--- src/rtl/reg_scoreboard_pkg.sv ---
// Shared types for the decode-stage register scoreboard.
package reg_scoreboard_pkg;

    localparam int REG_COUNT = 32;

    typedef enum logic [1:0] {
        IDLE = 2'd0,
        WAIT = 2'd1,
        HOLD = 2'd2
    } sb_state_e;

endpackage

--- src/rtl/wb_hold_buffer.sv ---
// One-entry parking slot for a long-unit result that lost the regfile write port.
module wb_hold_buffer
    import reg_scoreboard_pkg::*;
#(
    parameter int DATA_WIDTH = 32,
    parameter int ADDR_WIDTH = 5
) (
    input  logic                  clk,
    input  logic                  rst,
    input  logic                  load_i,
    input  logic                  drain_i,
    input  logic [ADDR_WIDTH-1:0] addr_i,
    input  logic [DATA_WIDTH-1:0] data_i,
    output logic                  valid_o,
    output logic [ADDR_WIDTH-1:0] addr_o,
    output logic [DATA_WIDTH-1:0] data_o
);

    logic                  valid_q;
    logic [ADDR_WIDTH-1:0] addr_q;
    logic [DATA_WIDTH-1:0] data_q;

    always_ff @(posedge clk) begin
        if (rst) begin
            valid_q <= 1'b0;
            addr_q  <= '0;
            data_q  <= '0;
        end else if (load_i) begin
            valid_q <= 1'b1;
            addr_q  <= addr_i;
            data_q  <= data_i;
        end else if (drain_i) begin
            valid_q <= 1'b0;
        end
    end

    assign valid_o = valid_q;
    assign addr_o  = addr_q;
    assign data_o  = data_q;

endmodule

--- src/rtl/reg_scoreboard.sv ---
// Register scoreboard + regfile write-port arbiter for decode.
// Optional same-cycle bypass of a retiring long result: REG_SCOREBOARD_BYPASS_EN.
module reg_scoreboard
    import reg_scoreboard_pkg::*;
#(
    parameter int DATA_WIDTH = 32,
    parameter int ADDR_WIDTH = 5
) (
    input  logic                  clk,
    input  logic                  rst,
    input  logic                  issue_valid,
    input  logic [ADDR_WIDTH-1:0] issue_rs1,
    input  logic [ADDR_WIDTH-1:0] issue_rs2,
    input  logic                  issue_use_rs1,
    input  logic                  issue_use_rs2,
    input  logic [ADDR_WIDTH-1:0] issue_rd,
    input  logic                  issue_reg_write,
    input  logic                  issue_long,
    output logic                  stall,
    output logic                  long_busy,
    input  logic                  short_we,
    input  logic [ADDR_WIDTH-1:0] short_rd,
    input  logic [DATA_WIDTH-1:0] short_data,
    input  logic                  long_done_valid,
    input  logic [DATA_WIDTH-1:0] long_done_data,
    output logic                  long_done_ready,
    output logic                  rf_we,
    output logic [ADDR_WIDTH-1:0] rf_addr,
    output logic [DATA_WIDTH-1:0] rf_data,
    output logic                  fwd_rs1_en,
    output logic                  fwd_rs2_en,
    output logic [DATA_WIDTH-1:0] fwd_data
);

    sb_state_e             state_q, state_d;
    logic [ADDR_WIDTH-1:0] long_rd_q, long_rd_d;
    logic [REG_COUNT-1:0]  pending_q, pending_d;

    logic                  accept;
    logic                  retire, long_we;
    logic [ADDR_WIDTH-1:0] ret_addr;
    logic [DATA_WIDTH-1:0] ret_data;
    logic                  hb_load, hb_drain, hb_valid;
    logic [ADDR_WIDTH-1:0] hb_addr;
    logic [DATA_WIDTH-1:0] hb_data;
    logic                  raw1, raw2, waw, byp1, byp2;

    wb_hold_buffer #(.DATA_WIDTH(DATA_WIDTH), .ADDR_WIDTH(ADDR_WIDTH)) u_hold (
        .clk     (clk),
        .rst     (rst),
        .load_i  (hb_load),
        .drain_i (hb_drain),
        .addr_i  (long_rd_q),
        .data_i  (long_done_data),
        .valid_o (hb_valid),
        .addr_o  (hb_addr),
        .data_o  (hb_data)
    );

    always_ff @(posedge clk) begin
        if (rst) begin
            state_q   <= IDLE;
            long_rd_q <= '0;
            pending_q <= '0;
        end else begin
            state_q   <= state_d;
            long_rd_q <= long_rd_d;
            pending_q <= pending_d;
        end
    end

    always_comb begin
        state_d   = state_q;
        long_rd_d = long_rd_q;
        case (state_q)
            IDLE: if (accept && issue_long) begin
                state_d   = WAIT;
                long_rd_d = issue_rd;
            end
            WAIT: if (long_done_valid) state_d = short_we ? HOLD : IDLE;
            HOLD: if (!short_we)       state_d = IDLE;
            default:                   state_d = IDLE;
        endcase
    end

    // Short writeback always owns the port; the long path only retires when it is free.
    always_comb begin
        long_done_ready = (state_q == WAIT);
        long_busy       = (state_q != IDLE);
        hb_load         = (state_q == WAIT) && long_done_valid && short_we;
        hb_drain        = (state_q == HOLD) && hb_valid && !short_we;
        retire          = ((state_q == WAIT) && long_done_valid && !short_we) || hb_drain;
        ret_addr        = (state_q == HOLD) ? hb_addr : long_rd_q;
        ret_data        = (state_q == HOLD) ? hb_data : long_done_data;
        long_we         = retire && (ret_addr != '0);
        rf_we           = 1'b0;
        rf_addr         = '0;
        rf_data         = '0;
        if (short_we) begin
            rf_we   = (short_rd != '0);
            rf_addr = short_rd;
            rf_data = short_data;
        end else if (retire) begin
            rf_we   = long_we;
            rf_addr = ret_addr;
            rf_data = ret_data;
        end
    end

    always_comb begin
        pending_d = pending_q;
        if (retire)
            pending_d[ret_addr] = 1'b0;
        if (accept && issue_long && issue_reg_write)
            pending_d[issue_rd] = 1'b1;
        pending_d[0] = 1'b0;
    end

`ifdef REG_SCOREBOARD_BYPASS_EN
    assign byp1     = long_we && issue_valid && issue_use_rs1 && (issue_rs1 == ret_addr);
    assign byp2     = long_we && issue_valid && issue_use_rs2 && (issue_rs2 == ret_addr);
    assign fwd_data = long_we ? ret_data : '0;
`else
    assign byp1     = 1'b0;
    assign byp2     = 1'b0;
    assign fwd_data = '0;
`endif

    assign fwd_rs1_en = byp1;
    assign fwd_rs2_en = byp2;

    assign raw1   = issue_use_rs1 && pending_q[issue_rs1] && !byp1;
    assign raw2   = issue_use_rs2 && pending_q[issue_rs2] && !byp2;
    assign waw    = issue_reg_write && pending_q[issue_rd];
    assign stall  = issue_valid && (raw1 || raw2 || waw ||
                    (issue_long && (state_q != IDLE)) || (state_q == HOLD));
    assign accept = issue_valid && !stall;

endmodule

--- config.mk ---
export PLATFORM = sky130hd
export DESIGN_NAME = reg_scoreboard
export DESIGN_NICKNAME = d
export VERILOG_FILES = /design/src/rtl/reg_scoreboard_pkg.sv /design/src/rtl/wb_hold_buffer.sv /design/src/rtl/reg_scoreboard.sv
export SDC_FILE = /design/constraint.sdc
export NUM_CORES = 1
export LEC_CHECK = 0
export BUFFER_PORTS_ARGS = -buffer_cell sky130_fd_sc_hd__buf_4
export CELL_PAD_IN_SITES_DETAIL_PLACEMENT = 0
export CELL_PAD_IN_SITES_GLOBAL_PLACEMENT = 1
export CORE_MARGIN = 1
export CORE_UTILIZATION = 34
export CTS_CLUSTER_SIZE = 12
export DETAILED_ROUTE_END_ITERATION = 10
export PLACE_DENSITY_LB_ADDON = 0.1
export SETUP_SLACK_MARGIN = 0.3
export SYNTH_ARGS = -nofsm -noshare
export SYNTH_HDL_FRONTEND = slang
export SYNTH_SLANG_ARGS = --single-unit
--- constraint.sdc ---
create_clock -name clk -period 2.5 [get_ports clk]
set_input_delay 0.5 -clock clk [delete_from_list [all_inputs] [get_ports clk]]
set_output_delay 0.5 -clock clk [all_outputs]
set_load 0.02 [all_outputs]
==> flow_metrics.tcl <==
set metrics [dict create \
    outcome "finished, violations left" \
    violations "design-rule violations, negative setup slack" \
    holdCritPathClass "in -> reg" \
    route.antenna.remaining_nets 0 \
    finalCriticalPeriod_ns 2.74 \
    grt_util_met3 0.0436 \
    clockBufferDepth 2 \
    top_ff_cell_synth "dfxtp_1" \
    dieArea_um2 15700 \
    postSynthAreaPerCell_um2 8.16 \
    fraction_of_the_yosys_area_taken_by_sequential_cells 0.295 \
    nNetsFinal 905 \
    finalWirelength_um 18300 \
    die-height_um 125 \
    width_of_the_chip_um 125 \
    peak_vdd_ir_uv 279 \
    post_detailed_route_via_to_cell_ratio 5.34 \
    gp_congestion 0.898 \
    core_area_um2 14700 \
    synth_top_cells_by_area "dfxtp_1 (29%), mux2i_1 (11%), nand2_1 (9.8%), buf_4 (5.2%), a21oi_1 (4.8%)" \
    number_of_instances_in_the_synthesized_netlist 633 \
    grt_start_max_net_pins 43 \
    synth.top_cell.area_share 0.295 \
    layout_commonest_cell "buf_4" \
    syn_area_um2 5170 \
    startpoint_type "flop" \
    critical_path_peak_fanout 3 \
    timing.max_cap.violations 0 \
    power_density_cells_nw_per_um2 437 \
    insertedDiodeCount 0 \
    gr-total-overflow 0 \
    layout_worst_path_cycle_share 1.10 \
    cts_hold_buf 0 \
    layout_setup_ws_ns -0.241 \
    synthArstFlopShare 0 \
    layout_common_cells "buf_4 (155), nand2_1 (135), dfxtp_1 (72)" \
    fmaxAchievable_mhz 365 \
    grt_usage 0.231 \
    first_global_vias 5325 \
    postLayoutCoreUtil 0.561 \
    fp-row-count 44 \
    wire_length_of_the_first_global_routing_pass_um 28600 \
    relSlewSlack 0.352 \
    cts_htree_levels 3 \
    timing.final.max_slew_violations 0 \
    post-dp-hpwl_um 12600 \
    drt_first_pass_iters 8 \
    post_drt_wl_per_cell_um 18.3 \
    worstMarginPinSlew_ns 0.968 \
    finalHoldViolCount 0 \
    post-place-ws_ns -0.390 \
    worst_ep_required_time_ns 2.00 \
    clk-insertion-delay-late_ns 0.34 \
    cts_root_buf "clkbuf_16" \
    fin_worst_skew_ns 0.00556 \
    grt_use_met1 0.307 \
    numCtsBuffers 9 \
    start_util 0.351 \
    number_of_failing_setup_endpoints_in_the_final_timing_report 1 \
    multi_input_area_um2 4080 \
    yosysWarningCount 0 \
    initialDrtViolationCount 334 \
    post_synth_edffs 0 \
    static-leakage-power_nw 3.39 \
    drive_gt1_frac 0.432 \
    port_buffers 133 \
    clk_transition_reported_paths_ns 0.06 \
    setup.worst_path.end_class "output pin" \
    grt_use_met2 0.383 \
    ys_seq_elements 76 \
    post-synth-top-area-cell "dfxtp_1" \
    drcViolationCount 6 \
    critical_path_class "reg -> out" \
    grt.busiest_layer "met2" \
    rsz0062_at_grt "true" \
    number_of_antenna_violations_at_the_first_check_in_global_routing 0 \
    fill_cells 1300 \
    clock_sink_count 76 \
    tritoncts "built" \
    post_synth_num_cell_types 54 \
    crit_arrival_ns 2.24 \
    register_area_um2 1530 \
    total_number_of_vias 5341 \
    flow.area_growth_from_synthesis_pct 59.7 \
    top_level_ports 168 \
]
## worst paths after layout
| path | start | end | slack (ns) | depth (start not counted) |
|---|---|---|---|---|
| max reg2reg | pending_q[26] | pending_q[1] | 0.02 | 9 |
| max | pending_q[26] | stall | -0.24 | 7 |
| min reg2reg | u_hold.data_o[22] | u_hold.data_o[22] | 0.45 | 2 |
| min | long_done_data[12] | u_hold.data_o[12] | 0.41 | 3 |
## routing by layer
metal | vias to the layer above | wire length [um]
met2 | 197 | 8770
met5 | - | 0
met1 | 2532 | 7820
li1 | 2586 | -
met3 | 26 | 1360
met4 | 0 | 322
## worst max-delay path, stage by stage, from the launching register on
cell and delay, ns:
dfxtp_2 0.34, mux4_2 0.46, nor3b_1 0.15, o211ai_1 0.26, o311ai_4 0.16, nor4_4 0.27, a31oi_4 0.12, buf_6 0.14
## through the flow
step	cells	hold slack, ns	instance area [um2]	TNS (ns)	total power (W)
3_3_place_gp	959	0.442	6690	-10.21	0.00191
4_1_cts	1000	0.407	7870	-0.274	0.00358
5_1_grt	1001	0.414	8250	-1.08	0.00375
2_1_floorplan	666	0.436	5570	-1.58	0.00169
6_report	1001	0.412	8250	-0.241	0.00361
3_5_place_dp	959	0.448	6690	-12.29	0.00192
## synthesized netlist by cell type, types with 2 or more instances
cell type  instances
nor3b_1            6
buf_2              2
dfxtp_1           76
mux4_1             3
mux4_2             8
inv_1              5
a31o_2             5
o31ai_1           27
o22ai_1            2
a22oi_1            2
mux2i_1           58
nor2b_1            6
a31oi_1            4
nand3_1           23
nor3_1             8
clkbuf_1          33
o211ai_1          16
o31ai_2            5
nand2_1          135
buf_4             36
o21ai_0           42
nand4b_1           3
nor2_1             9
buf_1              3
mux2_2             4
bufbuf_16          2
nand3b_1          11
a211oi_1           3
nand2b_1           4
or2b_1             4
o311ai_0           5
or2_2              2
or3b_2             3
buf_6              7
a21oi_1           50
a21o_1             3
## what timing repair did
| action | 4_1_cts | 5_1_grt |
|---|---|---|
| endpoints found under the setup margin | 76 | 76 |
| buffers inserted | 17 | 1 |
| resized for setup | 108 | 54 |
| pin swaps | 30 | 16 |
| cloned | 8 | 0 |
## cells by family after synthesis
| logic type | share of synthesized area |
|---|---|
| other cells | 0.000726 |
| simple gates | 0.208 |
| buf+inv | 0.115 |
| flops | 0.295 |
| mux | 0.174 |
| compound gates | 0.208 |
## state kept, by name, summed over array words and instances (netlist names)
signal and cells:
u_hold.data_o 32, pending_q 31, long_rd_q 5, u_hold.addr_o 5, state_q 2, u_hold.valid_o 1
## final cells by class
class,instances,share of cell area
Timing Repair Buffer,216,0.246
Sequential cell,76,0.185
Clock inverter,4,0.0115
Inverter,6,0.00273
Multi-Input combinational cell,503,0.495
Tap cell,184,0.0279
Clock buffer,12,0.0311
## power breakdown
group | internal [W] | switching [W] | leakage, nW | total [W]
logic | 0.000373 | 0.000460 | 2.61 | 0.000833
registers | 0.00122 | 0.0000137 | 0.615 | 0.00124
clock network | 0.00103 | 0.000509 | 0.173 | 0.00154
(Power assumes the default switching activity.)
